--- src/rtl/debounce_pkg.sv ---
// debounce_pkg: shared state encoding and default parameters for the input debouncer
package debounce_pkg;
  typedef enum logic [1:0] {
    STABLE_LOW  = 2'd0,
    WAIT_HIGH   = 2'd1,
    STABLE_HIGH = 2'd2,
    WAIT_LOW    = 2'd3
  } state_t;
  localparam int SYNC_STAGES_DEF = 2;
  localparam int DEBOUNCE_CYCLES_DEF = 4;
endpackage

--- src/rtl/input_debouncer_sync_chain.sv ---
// sync_chain: multi-flop synchronizer bringing an asynchronous bit into the clk domain
module sync_chain #(
  parameter int SYNC_STAGES = 2
) (
  input  logic clk,
  input  logic rst,
  input  logic d_async,
  output logic q_sync
);
  logic [SYNC_STAGES-1:0] sync;
  always_ff @(posedge clk)
    if (!rst) sync <= '0;
    else sync <= {sync[SYNC_STAGES-2:0], d_async};
  assign q_sync = sync[SYNC_STAGES-1];
endmodule

--- src/rtl/input_debouncer.sv ---
// input_debouncer: synchronizes and debounces a bouncy input into a clean level plus edge pulses
module input_debouncer
  import debounce_pkg::*;
#(
  parameter int SYNC_STAGES = SYNC_STAGES_DEF,
  parameter int DEBOUNCE_CYCLES = DEBOUNCE_CYCLES_DEF,
  parameter int CNT_W = 16
) (
  input  logic clk,
  input  logic rst,
  input  logic din,
  output logic dout,
  output logic rise,
  output logic fall,
  output logic busy
);
  localparam logic [CNT_W-1:0] LAST = CNT_W'(DEBOUNCE_CYCLES - 1);
  localparam logic [CNT_W-1:0] ONE = CNT_W'(1);
  logic s;
  state_t state, state_n;
  logic [CNT_W-1:0] cnt, cnt_n;
  logic dout_n, rise_n, fall_n;
  sync_chain #(.SYNC_STAGES(SYNC_STAGES)) u_sync (
    .clk(clk),
    .rst(rst),
    .d_async(din),
    .q_sync(s)
  );
  always_ff @(posedge clk)
    if (!rst) begin
      state <= STABLE_LOW;
      cnt <= '0;
      dout <= 1'b0;
      rise <= 1'b0;
      fall <= 1'b0;
    end else begin
      state <= state_n;
      cnt <= cnt_n;
      dout <= dout_n;
      rise <= rise_n;
      fall <= fall_n;
    end
  always_comb begin
    state_n = state;
    cnt_n = '0;
    dout_n = dout;
    rise_n = 1'b0;
    fall_n = 1'b0;
    case (state)
      STABLE_LOW: begin
        state_n = s ? WAIT_HIGH : STABLE_LOW;
        cnt_n = s ? ONE : '0;
      end
      WAIT_HIGH: begin
        state_n = !s ? STABLE_LOW : (cnt == LAST) ? STABLE_HIGH : WAIT_HIGH;
        cnt_n = (s && cnt != LAST) ? cnt + ONE : '0;
        dout_n = s && cnt == LAST;
        rise_n = s && cnt == LAST;
      end
      STABLE_HIGH: begin
        state_n = !s ? WAIT_LOW : STABLE_HIGH;
        cnt_n = !s ? ONE : '0;
      end
      WAIT_LOW: begin
        state_n = s ? STABLE_HIGH : (cnt == LAST) ? STABLE_LOW : WAIT_LOW;
        cnt_n = (!s && cnt != LAST) ? cnt + ONE : '0;
        dout_n = !(!s && cnt == LAST);
        fall_n = !s && cnt == LAST;
      end
      default: begin
        state_n = STABLE_LOW;
        dout_n = 1'b0;
      end
    endcase
  end
  assign busy = (state == WAIT_HIGH) || (state == WAIT_LOW);
endmodule
--- config.mk ---
export PLATFORM = sky130hd
export DESIGN_NAME = input_debouncer
export DESIGN_NICKNAME = d
export VERILOG_FILES = /design/src/rtl/debounce_pkg.sv /design/src/rtl/input_debouncer_sync_chain.sv /design/src/rtl/input_debouncer.sv
export SDC_FILE = /design/constraint.sdc
export NUM_CORES = 1
export LEC_CHECK = 0
export CAP_MARGIN = 20
export CORE_ASPECT_RATIO = 1.4
export CORE_MARGIN = 1
export CORE_UTILIZATION = 45
export DETAILED_ROUTE_END_ITERATION = 7
export DONT_BUFFER_PORTS = 1
export GPL_TIMING_DRIVEN = 0
export PLACE_DENSITY = 0.7
export SLEW_MARGIN = 30
export SYNTH_ARGS = -nofsm -noshare
export SYNTH_HDL_FRONTEND = slang
export SYNTH_SLANG_ARGS = --single-unit
--- constraint.sdc ---
create_clock -name clk -period 1.45 [get_ports clk]
set_input_delay 0.145 -clock clk [delete_from_list [all_inputs] [get_ports clk]]
set_output_delay 0.145 -clock clk [all_outputs]
set_load 0.02 [all_outputs]
==> flow_metrics.env <==
export IMPL_cts_buffer_depth=2
export IMPL_drtIter0Drc=9
export IMPL_synth_seq_cells=23
export IMPL_finClkSkew_ns=0.0169
export IMPL_ff2ff_setup_slack_ns=-0.03
export IMPL_cts_buffers=3
export IMPL_min_period_over_period_pct=102
export IMPL_hpwl_microns=1210
export IMPL_layout_setup_ws_ns=-0.0261
export IMPL_synth_area_mux_share_pct=1.02
export IMPL_die_area_sq_mm=0.00236
export IMPL_maxCapViolCount=0
export IMPL_vdd_drop_max_mv=0.662
export IMPL_antennaDiodeCount=0
export IMPL_ant_nets=0
export IMPL_core_sq_mm=0.00200
export IMPL_viasPerCell=5.41
export IMPL_pin_count=7
export IMPL_grtUsageTotal_pct=19.0
export IMPL_wl_per_cell_microns=13.5
export IMPL_synthAdderAreaFrac_pct=1.28
export IMPL_mostFrequentLayoutCell="dfxtp_1"
export IMPL_grt_ovfl_total=0
export IMPL_min_period_ns=1.48
export IMPL_worst_r2r_endpoint="cnt[9]"
export IMPL_synth_xor_area_share_pct=13.4
export IMPL_clock_root_buffer="clkbuf_4"
export IMPL_vias=736
export IMPL_avgSynthCellArea_sq_um=9.31
export IMPL_synth_cells=105
export IMPL_setup_worst_path_end="cnt[9]"
export IMPL_ys_seq_area_share_pct=47.1
export IMPL_num_rows=19
export IMPL_grt_max_degree=14
export IMPL_crit_slowest_cell="dfxtp_2"
export IMPL_hold_violations=0
export IMPL_htreeDepth=1
export IMPL_route_detailed_drc=0
export IMPL_nNetsFinal=120
export IMPL_endpoint_kind="flip-flop"
export IMPL_max_slew_worst_pin_slew_ns=0.343
export IMPL_synth_compound_area_share_pct=3.84
export IMPL_p_leak_uw=0.000376
export IMPL_fmax_mhz=677
export IMPL_rsz0062_at_grt="yes"
export IMPL_final_util_pct=57.8
export IMPL_syn_area_sq_um=977
export IMPL_synthSimpleGateAreaFrac_pct=28.7
export IMPL_path_max_fanout=7
export IMPL_grt_pass1_vias=747
export IMPL_violations="negative setup slack"
export IMPL_initial_core_util_pct=48.9
export IMPL_timing_critical_path_buf_inv=1
export IMPL_startpoint="cnt[0]"
export IMPL_ys_warn_count=0
export IMPL_setup_viol=13
export IMPL_critical_path_max_stage_delay_ns=0.38
export IMPL_clock_sinks=23
export IMPL_finalWeightedCongestion=0.690
export IMPL_report_final_slew_viol_count=0
export IMPL_r2r_cells=6
export IMPL_syn_to_final_growth_pct=18.1
export IMPL_synth_top_area_cell="dfxtp_1"
export IMPL_clock_latency_ns=0.31
export IMPL_path_class="flip-flop to flip-flop"
export IMPL_cp_arrival_ns=1.67
export IMPL_cts_tree="done"
export IMPL_timing_rr_start="cnt[0]"
export IMPL_holdPathStages=2
export IMPL_ys_types=25
export IMPL_cp_required_ns=1.65
export IMPL_startpoint_type="flip-flop"
export IMPL_first_pass_iters=4
export IMPL_mostFrequentLayoutCells="dfxtp_1, nor2_1, xnor2_1"
export IMPL_antenna_found_initial=0
export IMPL_die_h_microns=57.1
export IMPL_synth_net_count=109
export IMPL_critical_path_cell_count=6
export IMPL_clkSlewWorstSetupHoldPaths_ns=0.14
export IMPL_synth_top_family_by_area="simple AND/OR/NAND/NOR gates"
export IMPL_grt_pass1_wl_microns=3210
export IMPL_fp_dieW_microns=41.4
export IMPL_io_buffer_count=0
export IMPL_critPathTopFamily="simple AND/OR/NAND/NOR gates"
export IMPL_drive_gt1_share_pct=22.6
export IMPL_status="finished with violations"
export IMPL_wl_microns=1840
export IMPL_synth_top_area_share_pct=47.1
export IMPL_path_cells="ha_4, nor4b_4, and4_4, nand4b_4, buf_6, nor2_1"
export IMPL_hold_path_class="input pin to flip-flop"
export IMPL_hold_slack_ns=0.0549
export IMPL_powerDensity_mw_per_mm2=826
export IMPL_synth_area_leaders="dfxtp_1, xnor2_1, nor2_1, nor4_1, nand3_1"
export IMPL_slew_headroom_pct=77.0
-- layer usage --
metal | up-vias | routed length [microns] | GRT usage [%]
li1 | 377 | - | -
met1 | 350 | 806 | 26.3
met2 | 7 | 990 | 29.5
met3 | 2 | 29 | 3.89
met4 | 0 | 14 | 5.07
met5 | - | 0 | 0
-- what timing repair did --
item | CTS | global route
endpoints found under the setup margin | 17 | 18
pin swaps | 6 | 5
setup buffers | 4 | 0
gates cloned | 1 | 0
hold endpoints to repair | 5 | 2
resized for setup | 9 | 6
hold buffers | 2 | 1
-- cell usage after synthesis, drive strengths merged --
library cell and count:
clkbuf 2, nand2 5, mux2i 1, nor4b 1, buf 2, inv 4, o21ai 1, nor3b 2
nor4 6, nand3 6, dfxtp 23, a21oi 3, nand4b 1, nor2 19, o21a 1, and2 2
and4 1, nor3 5, nand4 3, ha 1, xnor2 13, a41o 1, xor2 2
-- through the flow --
stage               worst slack (ns)  cells  total power (uW)  setup TNS (ns)  cell area, sq um
floorplan                     0.0111    105               664               0               987
global placement             -0.0911    126               666          -0.878              1010
detailed placement            -0.127    126               667           -1.29              1010
CTS                          -0.0180    136               954         -0.0966              1120
global route                  -0.120    136              1000           -1.60              1150
finish                       -0.0261    136               953          -0.194              1150
-- worst min-delay path by stage --
stage,slack (ns),endpoint,startpoint
final,0.05,rise,rst
after global routing,0.03,rise,rst
after floorplan,0.27,u_sync.sync[0],rst
after global placement,0.27,u_sync.sync[1],rst
after detailed placement,0.27,u_sync.sync[0],rst
after CTS,0.006,cnt[2],rst
-- cell families (layout without fill, tap and decap cells) --
group / Yosys count / after routing
DFF: 23 / 23
AOI/OAI and AO/OA: 6 / 6
buffers and inverters: 8 / 18
xor gates and xnor gates: 15 / 15
and+or+nand+nor: 51 / 51
adders and majority gates: 1 / 1
muxes: 1 / 1
-- report_power, final --
part | internal, uW | switching (uW)
Clock | 103 | 188
Sequential | 637 | 6.26
Combinational | 11.0 | 8.95
Total | 751 | 203
-- layout make-up --
type | count | area, sq um
tap | 21 | 26.3
timing repair buffer | 8 | 71.3
clock inverter | 1 | 5.00
multi-input combinational | 74 | 536
fill | 167 | 843
sequential | 23 | 463
clock buffer | 3 | 22.5
inverter | 4 | 15.0
buffer | 2 | 15.0
-- registers in the layout, indices dropped and copies added (netlist names) --
register and count:
cnt 16, dout 1, fall 1, rise 1, state 2, u_sync.sync 2
Note: power is estimated with default switching activity, not from simulation.
